`config.mk`:
```
export PLATFORM = sky130hd
export DESIGN_NAME = generador_imm_segmentado
export DESIGN_NICKNAME = d
export VERILOG_FILES = /design/src/rtl/generador_imm_segmentado.sv
export SDC_FILE = /design/constraint.sdc
export NUM_CORES = 1
export LEC_CHECK = 0
export CAP_MARGIN = 25
export CORE_ASPECT_RATIO = 0.7
export CORE_UTILIZATION = 45
export CTS_BUF_LIST = sky130_fd_sc_hd__clkbuf_4 sky130_fd_sc_hd__clkbuf_8
export DETAILED_ROUTE_END_ITERATION = 10
export GPL_TIMING_DRIVEN = 0
export PLACE_DENSITY = 0.91
export SYNTH_ARGS = -nofsm -noshare
export SYNTH_HDL_FRONTEND = slang
export SYNTH_SLANG_ARGS = --single-unit
```
`constraint.sdc`:
```
create_clock -name clk -period 4.5 [get_ports clk]
set_input_delay 0.45 -clock clk [delete_from_list [all_inputs] [get_ports clk]]
set_output_delay 0.45 -clock clk [all_outputs]
set_load 0.01 [all_outputs]
```
`src/rtl/generador_imm_segmentado.sv`:
```
// Two-stage pipelined RISC-V immediate generator with valid/ready on both sides.
// S1 captures the raw instruction, S2 holds the decoded, sign-extended immediate.
module generador_imm_segmentado #(
    parameter int unsigned Bits      = 64,
    parameter int unsigned Ancho     = 32,
    parameter int unsigned AnchoCont = 8
) (
    input  logic                 clk,
    input  logic                 reset,
    input  logic [Ancho-1:0]     Offset,
    input  logic                 in_valid,
    output logic                 in_ready,
    output logic [Bits-1:0]      Inmediato,
    output logic [2:0]           formato,
    output logic                 ilegal,
    output logic                 out_valid,
    input  logic                 out_ready,
    output logic [AnchoCont-1:0] cont_ilegal
);

    localparam logic [6:0] OpLoad   = 7'b0000011;
    localparam logic [6:0] OpOpImm  = 7'b0010011;
    localparam logic [6:0] OpJalr   = 7'b1100111;
    localparam logic [6:0] OpStore  = 7'b0100011;
    localparam logic [6:0] OpBranch = 7'b1100011;
    localparam logic [6:0] OpLui    = 7'b0110111;
    localparam logic [6:0] OpAuipc  = 7'b0010111;
    localparam logic [6:0] OpJal    = 7'b1101111;

    function automatic logic es_ilegal(input logic [6:0] op);
        case (op)
            OpLoad, OpOpImm, OpJalr, OpStore, OpBranch, OpLui, OpAuipc, OpJal: es_ilegal = 1'b0;
            default:                                                          es_ilegal = 1'b1;
        endcase
    endfunction

    logic             s1_valid_q, s1_valid_d;
    logic [Ancho-1:0] s1_insn_q, s1_insn_d;
    logic             s2_valid_q, s2_valid_d;
    logic [Bits-1:0]  imm_q, imm_d;
    logic [2:0]       fmt_q, fmt_d;
    logic             il_q, il_d;
    logic [AnchoCont-1:0] cont_q, cont_d;

    logic        s2_adv, s1_adv, in_xfer;
    logic [63:0] imm64;
    logic [2:0]  dec_fmt;
    logic        dec_il;

    assign s2_adv   = !s2_valid_q || out_ready;
    assign s1_adv   = !s1_valid_q || s2_adv;
    assign in_ready = s1_adv && !reset;
    assign in_xfer  = in_valid && in_ready;

    // Build the immediate at 64 bits and truncate, so Bits=32 needs no special case.
    always_comb begin
        imm64   = '0;
        dec_fmt = 3'd7;
        dec_il  = 1'b1;
        case (s1_insn_q[6:0])
            OpLoad, OpOpImm, OpJalr: begin
                imm64   = {{52{s1_insn_q[31]}}, s1_insn_q[31:20]};
                dec_fmt = 3'd0;
                dec_il  = 1'b0;
            end
            OpStore: begin
                imm64   = {{52{s1_insn_q[31]}}, s1_insn_q[31:25], s1_insn_q[11:7]};
                dec_fmt = 3'd1;
                dec_il  = 1'b0;
            end
            OpBranch: begin
                imm64   = {{51{s1_insn_q[31]}}, s1_insn_q[31], s1_insn_q[7],
                           s1_insn_q[30:25], s1_insn_q[11:8], 1'b0};
                dec_fmt = 3'd2;
                dec_il  = 1'b0;
            end
            OpLui, OpAuipc: begin
                imm64   = {{32{s1_insn_q[31]}}, s1_insn_q[31:12], 12'b0};
                dec_fmt = 3'd3;
                dec_il  = 1'b0;
            end
            OpJal: begin
                imm64   = {{43{s1_insn_q[31]}}, s1_insn_q[31], s1_insn_q[19:12],
                           s1_insn_q[20], s1_insn_q[30:21], 1'b0};
                dec_fmt = 3'd4;
                dec_il  = 1'b0;
            end
            default: ;
        endcase
    end

    always_comb begin
        s1_valid_d = s1_valid_q;
        s1_insn_d  = s1_insn_q;
        s2_valid_d = s2_valid_q;
        imm_d      = imm_q;
        fmt_d      = fmt_q;
        il_d       = il_q;
        cont_d     = cont_q;
        if (s1_adv) begin
            s1_valid_d = in_valid;
            if (in_valid) s1_insn_d = Offset;
        end
        // S2 only changes when it may advance, so a stalled result stays put.
        if (s2_adv) begin
            s2_valid_d = s1_valid_q;
            if (s1_valid_q) begin
                imm_d = imm64[Bits-1:0];
                fmt_d = dec_fmt;
                il_d  = dec_il;
            end
        end
        if (in_xfer && es_ilegal(Offset[6:0]) && (cont_q != '1)) cont_d = cont_q + 1'b1;
    end

    always_ff @(posedge clk) begin
        if (reset) begin
            s1_valid_q <= 1'b0;
            s1_insn_q  <= '0;
            s2_valid_q <= 1'b0;
            imm_q      <= '0;
            fmt_q      <= '0;
            il_q       <= 1'b0;
            cont_q     <= '0;
        end else begin
            s1_valid_q <= s1_valid_d;
            s1_insn_q  <= s1_insn_d;
            s2_valid_q <= s2_valid_d;
            imm_q      <= imm_d;
            fmt_q      <= fmt_d;
            il_q       <= il_d;
            cont_q     <= cont_d;
        end
    end

    assign Inmediato   = imm_q;
    assign formato     = fmt_q;
    assign ilegal      = il_q;
    assign out_valid   = s2_valid_q;
    assign cont_ilegal = cont_q;

endmodule
```
==> impl_results.md <==
- Status: finished clean
- Top_reg_cell synth: dfxtp_1
- Slew Limit Fails: 0
- Unique cell type count in the Yosys netlist: 43
- Wirelength, routed: 8.870 mm
- Hold Startpoint: s1_insn_q[13]$_SDFFE_PP0P_
- Die Wd: around 110 um
- Pin count of the biggest net entering global routing: 35
- Met2 Use GR: 39.80%
- Number of synthesis warnings: 0
- Clk_lat worst skew: 0.37 ns
- Crit path launch: reset
- Crit share post-route: a little under 70%
- Buffers on Ports: 113
- Cell count after placement: 622
- Critical Path AT: 2.66 ns
- Vias per Instance: 5.228
- Clk_skew: 0.01268 ns
- Mapped Nets: around 450
- CP required: roughly 4.1 ns
- DRC violations left: 0
- Register area share after synthesis: 45.76%
- Clock buffer depth: 2
- Initial DRC Count: 243
- Root buffer cell: clkbuf_8
- Io pins: 114
- Synthesized cell area: 3412 um2
- Mapped Cells: 411
- Clk sink count: 78
- Reg-to-reg critical path startpoint: s1_valid_q$_SDFFE_PP0N_
- Die height: between 70 and 80 um
- P_leak: 1.888 nW
- Row cnt: 26
- Post-synth EDFFs: 0
- Hold depth: 2
- Hold Crit Class: reg2reg
- Avg Cell Area, Syn: around 8.3 um2
- Total gr overflow: 0
- Crit Path Max Fanout: 10
- Via count: 3341
- Setup TNS: 0 ns
- Hpwl dp: 6.667 mm
- Area added between synthesis and finish: 43.01%
- Hold EP: s1_insn_q[13]$_SDFFE_PP0P_
- Global-route met3 utilization: 6.407%
- Reg2reg setup slack: 2.73 ns
- GP Congestion: 0.8454
- R2r endpoint: cont_ilegal[2]$_SDFFE_PP0P_
- CP Class: in2out
- TritonCTS clock tree: built
- Max-cap violation count: 0
- Worst vdd rail ir drop: about 190 uV
- Clk slew on worst S/H paths: 0.08 ns
- Async set-reset flop share out of synthesis: 0%
- Htree depth: 3
- Post-Layout Cell Count: 639
- Most common cell after layout, fill and taps aside: clkdlybuf4s50_1
- Nets@finish: 573
- Crit path launch type: primary input
- Setup violators final: 0
- Tmin final: 3.107 ns
- RSZ-0062 raised after global routing: false
- First-pass GRT wire length: 14.04 mm
- Post-DRT Antenna Nets: 0
- Post-layout util: 66.67%
- Post-CTS sizing: 0
- Crit end category: output pin
- R2r worst-path depth: 7
- Worst-margin pin slew: roughly 0.61 ns
- FF+latch count, synth: 78
- Initial antenna violation count: 0
- Drt first pass iters: 5
- Cts bufs inserted: 9
- # diodes: 0
- GRT Overall Usage: a little under a quarter
- Power per cell area: 279.1 nW/um2
- Met1 Usage GRT: 27.66%
- DIE AREA: 7940 um2
- Hold_buf cts: 0
- Highest clock rate: ~320 MHz
- Total power: 1.362 mW
- Slew headroom: between 50% and 60%
- Starting Density: 46.62%
- Hold Fails Final Rpt: 0
- # Post-CTS Setup Buffers: 0
- DR WL/cell: between 10 and 15 um
- Core area: 7320 um2
- Layout cells sized above 1: 12.75%
- Most used routing layer: met2
- Vias in the first global route: around 3000
- Most frequent cells in the layout: 113 x clkdlybuf4s50_1, 102 x nand2_1, 78 x dfxtp_1
-- Yosys cell counts (2+ instances only) --
cell / count / area, um2
clkbuf_1: 9 / 33.78
nand3_1: 21 / 105.1
dfxtp_1: 78 / 1562
and4_1: 2 / 17.52
nor2_1: 12 / 45.04
nand2b_1: 2 / 12.51
buf_2: 8 / 40.04
buf_6: 2 / 22.52
a31oi_1: 16 / 100.1
a21oi_1: 41 / 205.2
buf_4: 33 / 247.7
a22o_1: 17 / 148.9
nor3_1: 2 / 10.01
nor2b_1: 4 / 25.02
nand2_1: 102 / 382.9
o21ai_0: 14 / 70.07
or4_1: 5 / 37.54
and2_1: 3 / 18.77
inv_1: 5 / 18.77
nand3b_1: 2 / 15.01
buf_1: 5 / 18.77
or3_4: 2 / 22.52
o311ai_0: 2 / 17.52
o31ai_1: 4 / 30.03
nand4_1: 2 / 12.51
-- per-layer routing --
layer	wire length, um	share of wire [%]
met1	3943	44
met2	4041	46
met3	721	8.1
met4	163	1.8
met5	0	0
-- per-stage QoR --
step	hold WS [ns]	setup WS, ns	instance area [um2]
detailed placement	0.4443	1.414	4666
global placement	0.4417	1.406	4666
floorplan	0.4329	2.848	3412
global route	0.4859	1.289	4880
finish	0.4572	1.393	4880
CTS	0.4579	1.404	4852
-- critical path: stages --
cell	delay (ns)
clkdlybuf4s50_1	0.69
clkbuf_1	0.40
buf_1	0.51
nor2_1	0.10
clkdlybuf4s50_1	0.50
-- sequential cells by signal, indices dropped and copies added, names as in the netlist --
signal,cells
s1_valid_q,1
Inmediato,32
ilegal,1
cont_ilegal,8
s1_insn_q,32
out_valid,1
formato,3
-- worst max path at each step --
stage | slack (ns) | to
finish | 1.39 | in_ready
global route | 1.29 | in_ready
CTS | 1.40 | in_ready
detailed placement | 1.41 | in_ready
global placement | 1.41 | in_ready
floorplan | 2.85 | cont_ilegal[1]$_SDFFE_PP0P_
-- where the power goes --
| part | total [mW] | switching (mW) | internal (mW) | leakage (nW) |
|---|---|---|---|---|
| logic | 0.131 | 0.0681 | 0.0631 | 1.16 |
| clock network | 0.501 | 0.289 | 0.213 | 0.0931 |
| registers | 0.730 | 0.0183 | 0.711 | 0.636 |
| total | 1.36 | 0.375 | 0.987 | 1.89 |
-- kinds of logic (layout without fill, tap and decap cells) --
| family | after synthesis | count (layout) | share of synthesized area (%) |
|---|---|---|---|
| AND/OR/NAND/NOR | 166 | 166 | 22.85 |
| AO/OA/AOI/OAI | 103 | 103 | 19.51 |
| flip-flops | 78 | 78 | 45.76 |
| buffers and inverters | 62 | 192 | 11.18 |
| adder cells (fa/ha/maj) | 1 | 1 | 0.3666 |
| multiplexers | 1 | 1 | 0.3300 |
-- cell type report --
type | instances | area, um2
Buffer | 57 | 362.8
Clock buffer | 9 | 123.9
Clock inverter | 7 | 62.56
Fill cell | 614 | 2440
Inverter | 5 | 18.77
Multi-Input combinational cell | 271 | 1469
Sequential cell | 78 | 1562
Tap cell | 98 | 122.6
Timing Repair Buffer | 114 | 1159
Note: power is estimated with default switching activity, not from simulation.
